**src/rtl/wb_stage_pkg.sv**
```systemverilog
// Shared widths and types for the writeback stage: register file geometry,
// default load-queue depth and the registered write-port bundle.
package wb_stage_pkg;
  localparam int DATA_W       = 16;
  localparam int REG_AW       = 3;
  localparam int NUM_REGS     = 8;
  localparam int LQ_DEPTH_DEF = 2;

  typedef struct packed {
    logic              wr;
    logic [REG_AW-1:0] addr;
    logic [DATA_W-1:0] data;
  } wb_wr_t;

  function automatic logic [NUM_REGS-1:0] reg_mask(input logic [REG_AW-1:0] r);
    return NUM_REGS'(1) << r;
  endfunction
endpackage

```
**src/rtl/wb_stage_if.sv**
```systemverilog
// Execute/memory-return inputs and register-file/scoreboard outputs of the
// writeback stage. The master side drives execute and memory signals.
interface wb_stage_if;
  import wb_stage_pkg::*;

  logic                ex_vld;
  logic                ex_load;
  logic [REG_AW-1:0]   ex_rd;
  logic [DATA_W-1:0]   ex_data;
  logic                ex_stall;
  logic                mem_rvld;
  logic [DATA_W-1:0]   mem_rdata;
  logic                wr;
  logic [REG_AW-1:0]   waddr;
  logic [DATA_W-1:0]   wdata;
  logic [NUM_REGS-1:0] busy;
  logic                err;

  modport master (
    output ex_vld, ex_load, ex_rd, ex_data, mem_rvld, mem_rdata,
    input  ex_stall, wr, waddr, wdata, busy, err
  );

  modport slave (
    input  ex_vld, ex_load, ex_rd, ex_data, mem_rvld, mem_rdata,
    output ex_stall, wr, waddr, wdata, busy, err
  );
endinterface

```
**src/rtl/wb_stage_load_queue.sv**
```systemverilog
// In-order FIFO of destination tags for loads awaiting their memory return.
// Pointers wrap naturally because the depth is a power of two.
module wb_load_queue
  import wb_stage_pkg::*;
#(
  parameter int LQ_DEPTH = LQ_DEPTH_DEF,
  localparam int PW = $clog2(LQ_DEPTH),
  localparam int CW = PW + 1
) (
  input  logic              clk,
  input  logic              rst,
  input  logic              i_push,
  input  logic [REG_AW-1:0] i_tag,
  input  logic              i_pop,
  output logic [REG_AW-1:0] o_head,
  output logic [CW-1:0]     o_count,
  output logic              o_empty
);
  logic [REG_AW-1:0] r_mem [LQ_DEPTH];
  logic [PW-1:0]     r_wptr, r_rptr;
  logic [CW-1:0]     r_count;
  logic              w_full, w_empty, w_push, w_pop;

  assign w_full  = (r_count == CW'(LQ_DEPTH));
  assign w_empty = (r_count == '0);
  // Guards keep the FIFO consistent even if a caller misbehaves.
  assign w_push  = i_push & ~w_full;
  assign w_pop   = i_pop & ~w_empty;

  always_ff @(posedge clk) begin
    if (rst) begin
      r_wptr  <= '0;
      r_rptr  <= '0;
      r_count <= '0;
    end else begin
      if (w_push) begin
        r_mem[r_wptr] <= i_tag;
        r_wptr        <= r_wptr + PW'(1);
      end
      if (w_pop) r_rptr <= r_rptr + PW'(1);
      case ({w_push, w_pop})
        2'b10:   r_count <= r_count + CW'(1);
        2'b01:   r_count <= r_count - CW'(1);
        default: r_count <= r_count;
      endcase
    end
  end

  assign o_head  = r_mem[r_rptr];
  assign o_count = r_count;
  assign o_empty = w_empty;
endmodule

```
**src/rtl/wb_stage.sv**
```systemverilog
// Writeback stage: sole register-file writer, retiring ALU results and
// in-order load returns, with a per-register pending-load scoreboard.
module wb_stage
  import wb_stage_pkg::*;
#(
  parameter int LQ_DEPTH = LQ_DEPTH_DEF
) (
  input  logic       clk,
  input  logic       rst,
  wb_stage_if.slave  bus
);
  localparam int CW = $clog2(LQ_DEPTH) + 1;

  wb_wr_t              r_wb;
  logic [NUM_REGS-1:0] r_busy;
  logic                r_err;

  logic [REG_AW-1:0]   w_head;
  logic [CW-1:0]       w_count;
  logic                w_empty, w_full;
  logic                w_stall, w_acc, w_push, w_pop;
  logic [NUM_REGS-1:0] w_set, w_clr;

  // Full is taken before any same-cycle pop, so a return never frees a slot early.
  assign w_full  = (w_count == CW'(LQ_DEPTH));
  assign w_stall = bus.ex_vld &
                   (r_busy[bus.ex_rd] | (bus.ex_load ? w_full : bus.mem_rvld));
  assign w_acc   = bus.ex_vld & ~w_stall;
  assign w_push  = w_acc & bus.ex_load;
  assign w_pop   = bus.mem_rvld & ~w_empty;
  assign w_set   = w_push ? reg_mask(bus.ex_rd) : '0;
  assign w_clr   = w_pop  ? reg_mask(w_head)    : '0;

  wb_load_queue #(.LQ_DEPTH(LQ_DEPTH)) u_lq (
    .clk     (clk),
    .rst     (rst),
    .i_push  (w_push),
    .i_tag   (bus.ex_rd),
    .i_pop   (w_pop),
    .o_head  (w_head),
    .o_count (w_count),
    .o_empty (w_empty)
  );

  always_ff @(posedge clk) begin
    if (rst) begin
      r_wb   <= '0;
      r_busy <= '0;
      r_err  <= 1'b0;
    end else begin
      r_wb.wr <= 1'b0;
      // A return and an ALU accept are mutually exclusive via the stall.
      if (w_pop) begin
        r_wb <= '{wr: 1'b1, addr: w_head, data: bus.mem_rdata};
      end else if (w_acc & ~bus.ex_load) begin
        r_wb <= '{wr: 1'b1, addr: bus.ex_rd, data: bus.ex_data};
      end
      r_busy <= (r_busy | w_set) & ~w_clr;
      if (bus.mem_rvld & w_empty) r_err <= 1'b1;
    end
  end

  assign bus.ex_stall = w_stall;
  assign bus.wr       = r_wb.wr;
  assign bus.waddr    = r_wb.addr;
  assign bus.wdata    = r_wb.data;
  assign bus.busy     = r_busy;
  assign bus.err      = r_err;
endmodule
```
**src/flat_wrapper.sv**
```systemverilog
// flat-port wrapper written by rule: the top's interface ports become plain ports
module wb_stage_flat import wb_stage_pkg::*;
#(
  parameter int LQ_DEPTH = LQ_DEPTH_DEF
)
  (clk, rst, bus_ex_vld, bus_ex_load, bus_ex_rd, bus_ex_data, bus_mem_rvld, bus_mem_rdata, bus_ex_stall, bus_wr, bus_waddr, bus_wdata, bus_busy, bus_err);
  wb_stage_if bus_i ();
  input  logic clk;
  input  logic rst;
  input wire logic [$bits(bus_i.ex_vld)-1:0] bus_ex_vld;
  input wire logic [$bits(bus_i.ex_load)-1:0] bus_ex_load;
  input wire logic [$bits(bus_i.ex_rd)-1:0] bus_ex_rd;
  input wire logic [$bits(bus_i.ex_data)-1:0] bus_ex_data;
  input wire logic [$bits(bus_i.mem_rvld)-1:0] bus_mem_rvld;
  input wire logic [$bits(bus_i.mem_rdata)-1:0] bus_mem_rdata;
  output wire logic [$bits(bus_i.ex_stall)-1:0] bus_ex_stall;
  output wire logic [$bits(bus_i.wr)-1:0] bus_wr;
  output wire logic [$bits(bus_i.waddr)-1:0] bus_waddr;
  output wire logic [$bits(bus_i.wdata)-1:0] bus_wdata;
  output wire logic [$bits(bus_i.busy)-1:0] bus_busy;
  output wire logic [$bits(bus_i.err)-1:0] bus_err;
  assign bus_i.ex_vld = bus_ex_vld;
  assign bus_i.ex_load = bus_ex_load;
  assign bus_i.ex_rd = bus_ex_rd;
  assign bus_i.ex_data = bus_ex_data;
  assign bus_i.mem_rvld = bus_mem_rvld;
  assign bus_i.mem_rdata = bus_mem_rdata;
  assign bus_ex_stall = bus_i.ex_stall;
  assign bus_wr = bus_i.wr;
  assign bus_waddr = bus_i.waddr;
  assign bus_wdata = bus_i.wdata;
  assign bus_busy = bus_i.busy;
  assign bus_err = bus_i.err;
  wb_stage #(.LQ_DEPTH(LQ_DEPTH)) u_core (.clk(clk), .rst(rst), .bus(bus_i));
endmodule
```
**config.mk**
```make
export PLATFORM = sky130hd
export DESIGN_NAME = wb_stage_flat
export DESIGN_NICKNAME = d
export VERILOG_FILES = /design/src/rtl/wb_stage_pkg.sv /design/src/rtl/wb_stage_if.sv /design/src/rtl/wb_stage_load_queue.sv /design/src/rtl/wb_stage.sv /design/src/flat_wrapper.sv
export SDC_FILE = /design/constraint.sdc
export NUM_CORES = 1
export LEC_CHECK = 0
export ABC_AREA = 1
export BUFFER_PORTS_ARGS = -buffer_cell sky130_fd_sc_hd__buf_2
export CAP_MARGIN = 30
export CORE_ASPECT_RATIO = 1.1
export CORE_UTILIZATION = 40
export CTS_CLUSTER_SIZE = 10
export DETAILED_ROUTE_END_ITERATION = 10
export GPL_TIMING_DRIVEN = 0
export PLACE_DENSITY = 0.66
export SYNTH_ARGS = -nofsm -noshare
export SYNTH_HDL_FRONTEND = slang
export SYNTH_HIERARCHICAL = 1
export SYNTH_SLANG_ARGS = --single-unit
```
**constraint.sdc**
```tcl
create_clock -name clk -period 5.2 [get_ports clk]
set_input_delay 0.26 -clock clk [delete_from_list [all_inputs] [get_ports clk]]
set_output_delay 0.26 -clock clk [all_outputs]
set_load 0.03 [all_outputs]
```
==> metrics.cfg, run 1 <==
[sta]
hold-worst-slack_ps=168
hold_viol_final=0
setup_viol=0
max_freq_ghz=0.422
clock_skew_ps=4.74
drv_slew=0
maxSlewHeadroom_pct=67.5
grt_setup_unrepaired=false
tightest_slew_ps=487
min_period_ps=2370
period_share_pct=45.5
fin_setup_tns_ps=0

[floorplanning]
io_pins=70
core_area_um2=5070
start_util_pct=42.0
die_w_um=71.5
die_area_um2=5610
fp-row-count=27
fp.dieH_um=78.5

[place]
dp_hpwl_um=3930
place_congestion=0.808
numPortBuffers=69

[cells_and_area]
syn2layout_area_growth_pct=23.5
drive_above_1_share_pct=25.8
layout.nets=427
fill_cells=537
mostFrequentLayoutCell=nand2_1
antenna_cells=0
final_cell_mix=nand2_1 (82), buf_2 (73), nand3_1 (44), inv_1 (39), nor2_1 (35)

[detailed_routing]
via_per_inst=4.91
postRouteAntennaNets=0
drt-total-wl_um=5350
drt-pass1-iter-count=4
drc=0
vias=2184
routedWlPerCell_um=12.0
drt_first_iter_violations=117

[global_route]
grt-ovfl-total=0
grt_pass1_wl_um=9050
antenna_found_initial=0
first_global_vias=2050
grt_usage_pct=20.4
grt_max_degree=13

[power]
leakage_nw=1.42
peakVddDrop_mv=0.112
powerDensity_nw_per_um2=264

[synthesis]
ys_types=28
syn_area_um2=2130
synth_seq_cells=40
syn-num-nets=351
synth_warnings=6
avgSynthCellArea_um2=6.86
synth-seq-area-share_pct=40.5
synthCells=310

[critical_path]
slowest_stage=dfxtp_1
cp-start-kind=flop
slowest_delay_ps=460
reg2reg_setup_slack_ps=2830
crit_fanout=10
worstSetupPathType=flop to flop
path_common_cell=nor2_1
critPathBufInv=4
cp_top_family=buffers and inverters
cp.required_ps=5430
r2r-start=u_core/u_lq/o_count[0]
r2r-end=u_core/u_lq/o_count[1]
arrival_ps=2600
cp-end-kind=flop
critical_path.cell_chain=nor2_2, nor2_1, buf_2, clkbuf_1, inv_1, nor2_2, ha_1, inv_1, nand2_1, nor2_1, nor2_1, nor2_1
reg2reg_depth=12

[cts]
cts_tree=done
cts.hold.buffers_added=0
cts.htree.levels=2
clk_latency_ps=290
clockBufferDepth=2
numCtsBuffers=5
postCtsSetupBuffers=0
clockRootBuffer=clkbuf_8
clk_pin_slew_ps=80
cts_resized=0
clock_sinks=40

[min_path]
hp-class=primary input to flop
holdPathEnd=u_core/u_lq/r_mem[1][2]
hp-start=bus_ex_rd[2]
whs_path_depth=1

[run_status]
status=finished clean

[job]
drv_cap=0

==> cell usage after synthesis (all sizes together) <==
| cell type | n | area share [%] |
|---|---|---|
| mux2 | 3 | 1.6 |
| buf | 12 | 3.8 |
| a22oi | 1 | 0.35 |
| nand3 | 44 | 10 |
| dfxtp | 34 | 32 |
| o21bai | 1 | 0.35 |
| nand2 | 85 | 15 |
| edfxtp | 6 | 8.5 |
| ha | 1 | 0.59 |
| clkinv | 1 | 0.18 |
| inv | 40 | 7.2 |
| nand4 | 21 | 6.2 |
| nor2 | 39 | 8.2 |
| and2 | 1 | 0.29 |
| a21oi | 12 | 3.2 |
| o31ai | 1 | 0.35 |
| o21ai | 3 | 0.71 |
| clkbuf | 5 | 0.88 |
==> routing by layer <==
layer	wire, um	share of wire [%]	global-route usage [%]	vias to the layer above
li1	-	-	-	1145
met1	2450	46	24.6	981
met2	2590	48	35.2	49
met3	220	4.1	4.49	9
met4	95	1.8	7.84	0
met5	0	0	0	-
==> power breakdown <==
group          total (mW)  switching, mW  leakage, nW  internal [mW]
logic               0.155          0.101         1.05         0.0532
clock network       0.199          0.108       0.0453         0.0911
registers           0.340        0.00999        0.332          0.330
==> cell type report <==
cell class              instances  area (um^2)  share of cell area [%]
repair buffers                 69          345                    13.1
clock inverters                 3         13.8                   0.524
plain buffers                  17         98.8                    3.76
well taps                      58         72.6                    2.76
inverters                      41          156                    5.95
flip-flops and latches         40          861                    32.8
clock buffers                   5         68.8                    2.62
multi-input cells             212         1010                    38.5
==> state kept, by name (all words and copies together) (netlist names), named ones only <==
name / flops
u_core/bus.busy: 8
u_core/bus.err: 1
u_core/bus.waddr: 3
u_core/bus.wdata: 16
u_core/bus.wr: 1
u_core/u_lq/o_count: 2
u_core/u_lq/r_mem: 6
u_core/u_lq/r_rptr: 1
u_core/u_lq/r_wptr: 1
==> how the worst max path moves through the flow <==
stage	from	to	slack (ps)	depth (start not counted)
finish	u_core/u_lq/o_count[0]	u_core/u_lq/o_count[1]	2830	12
CTS	u_core/u_lq/o_count[0]	u_core/u_lq/o_count[1]	2820	12
global route	u_core/u_lq/o_count[0]	u_core/u_lq/o_count[1]	2600	12
detailed placement	u_core/u_lq/o_count[0]	u_core/u_lq/o_count[1]	2850	12
global placement	u_core/u_lq/o_count[0]	u_core/u_lq/o_count[1]	2920	12
floorplan	u_core/bus.busy[3]	u_core/u_lq/o_count[1]	3300	13
==> cell families after synthesis <==
group / synth area share (%)
and+or+nand+nor: 40.4
AOI/OAI and AO/OA: 4.94
DFF: 40.5
muxes: 1.59
buffers and inverters: 12.0
adders and majority gates: 0.588
==> metrics by stage <==
stage | power (mW) | util, % | std cells | cell area (um^2) | worst slack (ps)
3_3_place_gp | 0.501 | 50.2 | 437 | 2540 | 2920
6_report | 0.695 | 51.9 | 445 | 2630 | 2830
5_1_grt | 0.737 | 51.9 | 445 | 2630 | 2600
3_5_place_dp | 0.502 | 50.2 | 437 | 2540 | 2850
2_1_floorplan | 0.452 | - | 310 | 2130 | 3300
4_1_cts | 0.704 | 51.9 | 445 | 2630 | 2820
Note: power is estimated with default switching activity, not from simulation.
==> run 2: changes to the inputs <==
==> constraint.sdc (replaced) <==
create_clock -name clk -period 2.3 [get_ports clk]
set_input_delay 0.115 -clock clk [delete_from_list [all_inputs] [get_ports clk]]
set_output_delay 0.115 -clock clk [all_outputs]
set_load 0.03 [all_outputs]
==> run 2 against run 1 <==
  * Die area did not move
  * Maximum frequency rose by 13%
  * Critical path depth rose by 1
  * Hold slack got worse by 140 ps
  * First-iteration DRC count rose by 15%
  * Wire length rose by 0.15%
  * Clock skew rose by 0.72 ps
  * Final cell count fell by 0.22%
  * Total power rose by 130%
  * Final area fell by 0.14%
  * Count of clock-buffer cells in the layout did not move
  * Clock power rose by 130%
  * Critical path type unchanged
  * Critical endpoint unchanged
  * Largest cell class unchanged
  * Highest routed layer unchanged
==> metrics.cfg, run 2 (synthesized netlist as in run 1, its figures left out) <==
[global_route]
grt_pass1_wl_um=9030  ; -0.14%
grt_usage_pct=20.4  ; unchanged
antenna_found_initial=0  ; unchanged
first_global_vias=2042  ; -0.39%
grt_max_degree=20  ; +7
grt-ovfl-total=0  ; unchanged

[place]
dp_hpwl_um=3930  ; unchanged
place_inst=437  ; unchanged
numPortBuffers=69  ; unchanged
place_congestion=0.808  ; unchanged
pre_cts_ws_ps=-49.3  ; -2900 ps

[critical_path]
cp-start-kind=flop
arrival_ps=2330  ; -270 ps
r2r-end=u_core/u_lq/o_count[1]
crit_path_start=u_core/u_lq/o_count[0]
reg2reg_setup_slack_ps=200  ; -2630 ps
reg2reg_depth=13  ; +1
worstSetupEndpoint=u_core/u_lq/o_count[1]
worstSetupPathType=flop to flop
cp-end-kind=flop
crit_fanout=10  ; unchanged
cp.required_ps=2530  ; -2900 ps
r2r-start=u_core/u_lq/o_count[0]

[min_path]
whs_path_depth=1  ; unchanged
hp-class=primary input to flop

[sta]
drv_slew=0  ; unchanged
maxSlewHeadroom_pct=66.3  ; -1.3 points
setup_viol=0  ; unchanged
tightest_slew_ps=506  ; +19.0 ps
worst_slack_ps=201  ; -2630 ps
grt_setup_unrepaired=false
period_share_pct=91.3  ; +46 points
hold_viol_final=0  ; unchanged
clock_skew_ps=5.46  ; +0.720 ps
min_period_ps=2100  ; -268 ps
max_freq_ghz=0.476  ; +13%

[power]
seqPwrFrac_pct=49.1  ; about the same
peakVddDrop_mv=0.252  ; +130%
pwr-share-comb_pct=22.2  ; about the same
p_sw_share_pct=31.6  ; -0.042 points
clkPwrFrac_pct=28.7  ; about the same
intPower_mw=1.07  ; +130%
leakage_nw=1.42  ; about the same
powerDensity_nw_per_um2=598  ; +130%
p_sw_uw=496  ; +130%

[cells_and_area]
instances_no_fill=444  ; -0.22%
layout.nets=426  ; -0.23%
drive_above_1_share_pct=25.9  ; +0.067 points
largest_reg_flops=16  ; unchanged
antenna_cells=0  ; unchanged
syn2layout_area_growth_pct=23.4
final_cell_mix=nand2_1 (82), buf_2 (73), nand3_1 (44), inv_1 (39), nor2_1 (35)
mostFrequentLayoutCell=nand2_1
fill_cells=539  ; +0.37%

[detailed_routing]
drc=0  ; unchanged
postRouteAntennaNets=0  ; unchanged
drt_first_iter_violations=135  ; +15%
vias=2198  ; +0.64%
drt-pass1-iter-count=4  ; unchanged
routedWlPerCell_um=12.1  ; +0.38%
drt-total-wl_um=5360  ; +0.15%
via_per_inst=4.95  ; +0.87%

[cts]
cts.htree.levels=2  ; unchanged
cts_tree=done
clockBufferDepth=2  ; unchanged
clock_sinks=40  ; unchanged
clockRootBuffer=clkbuf_8
clk_pin_slew_ps=80  ; about the same
cts.hold.buffers_added=0  ; unchanged
cts_resized=0  ; unchanged
numCtsBuffers=5  ; unchanged
postCtsSetupBuffers=0  ; unchanged
clk_latency_ps=290  ; about the same

[job]
drv_cap=0  ; unchanged

[floorplanning]
fp-row-count=27  ; unchanged
core_area_um2=5070  ; unchanged
start_util_pct=42.0  ; unchanged
die_w_um=71.5  ; unchanged
die_area_um2=5610  ; unchanged
fp.dieH_um=78.5  ; unchanged
io_pins=70  ; unchanged

[run_status]
status=finished clean

[run 2: critical path, stage by stage (launching register included)]
cell	delay [ps]
dfxtp_1	450
nor2_1	80
a22oi_1	190
nand2_1	120
nor2_4	120
nand2_2	90
nor2_8	190
nand2_1	120
ha_1	300
inv_1	100
nand2_1	60
nor2_1	80
nor2_1	40
nor2_1	90
[run 2: per-stage QoR]
step / total power [mW] / setup TNS [ps] / area [um^2] / util (%) / hold slack [ps]
2_1_floorplan: 1.02 / 0 / 2130 / - / 184
3_3_place_gp: 1.13 / 0 / 2540 / 50.2 / 323
4_1_cts: 1.59 / 0 / 2620 / 51.8 / 13.4
6_report: 1.57 / 0 / 2620 / 51.8 / 23.2
3_5_place_dp: 1.14 / -49.3 / 2540 / 50.2 / 328
5_1_grt: 1.67 / 0 / 2620 / 51.8 / 11.0
[run 2: area by class of cell]
class	instances	area [um^2]	share of cell area, %
repair buffers	69	345	13.2
clock buffers	5	68.8	2.62
plain buffers	16	95.1	3.62
flip-flops and latches	40	861	32.8
clock inverters	3	13.8	0.525
well taps	58	72.6	2.77
inverters	41	156	5.96
multi-input cells	212	1010	38.5
[run 2: worst min path at each step]
stage / slack, ps / to / start
after floorplan: 180 / u_core/bus.wr / rst
after detailed placement: 330 / u_core/u_lq/r_mem[1][2] / bus_ex_rd[2]
after global placement: 320 / u_core/u_lq/r_mem[1][2] / bus_ex_rd[2]
after CTS: 10 / u_core/bus.wr / rst
after global routing: 10 / u_core/u_lq/r_mem[1][1] / bus_ex_rd[1]
final: 20 / u_core/u_lq/r_mem[1][2] / bus_ex_rd[2]
[run 2: power groups by stage]
stage / Combinational (mW) / Clock (mW) / Sequential [mW]
5_1_grt: 0.387 / 0.503 / 0.775
3_3_place_gp: 0.346 / 0 / 0.785
6_report: 0.349 / 0.450 / 0.770
4_1_cts: 0.349 / 0.471 / 0.770
2_1_floorplan: 0.177 / 0 / 0.846
3_5_place_dp: 0.350 / 0 / 0.786
[run 2: layer usage]
layer	global-route usage [%]	share of wire (%)
met5	0	0
met4	7.84	1.8
met1	24.5	44
met3	4.49	5.8
met2	35.3	48
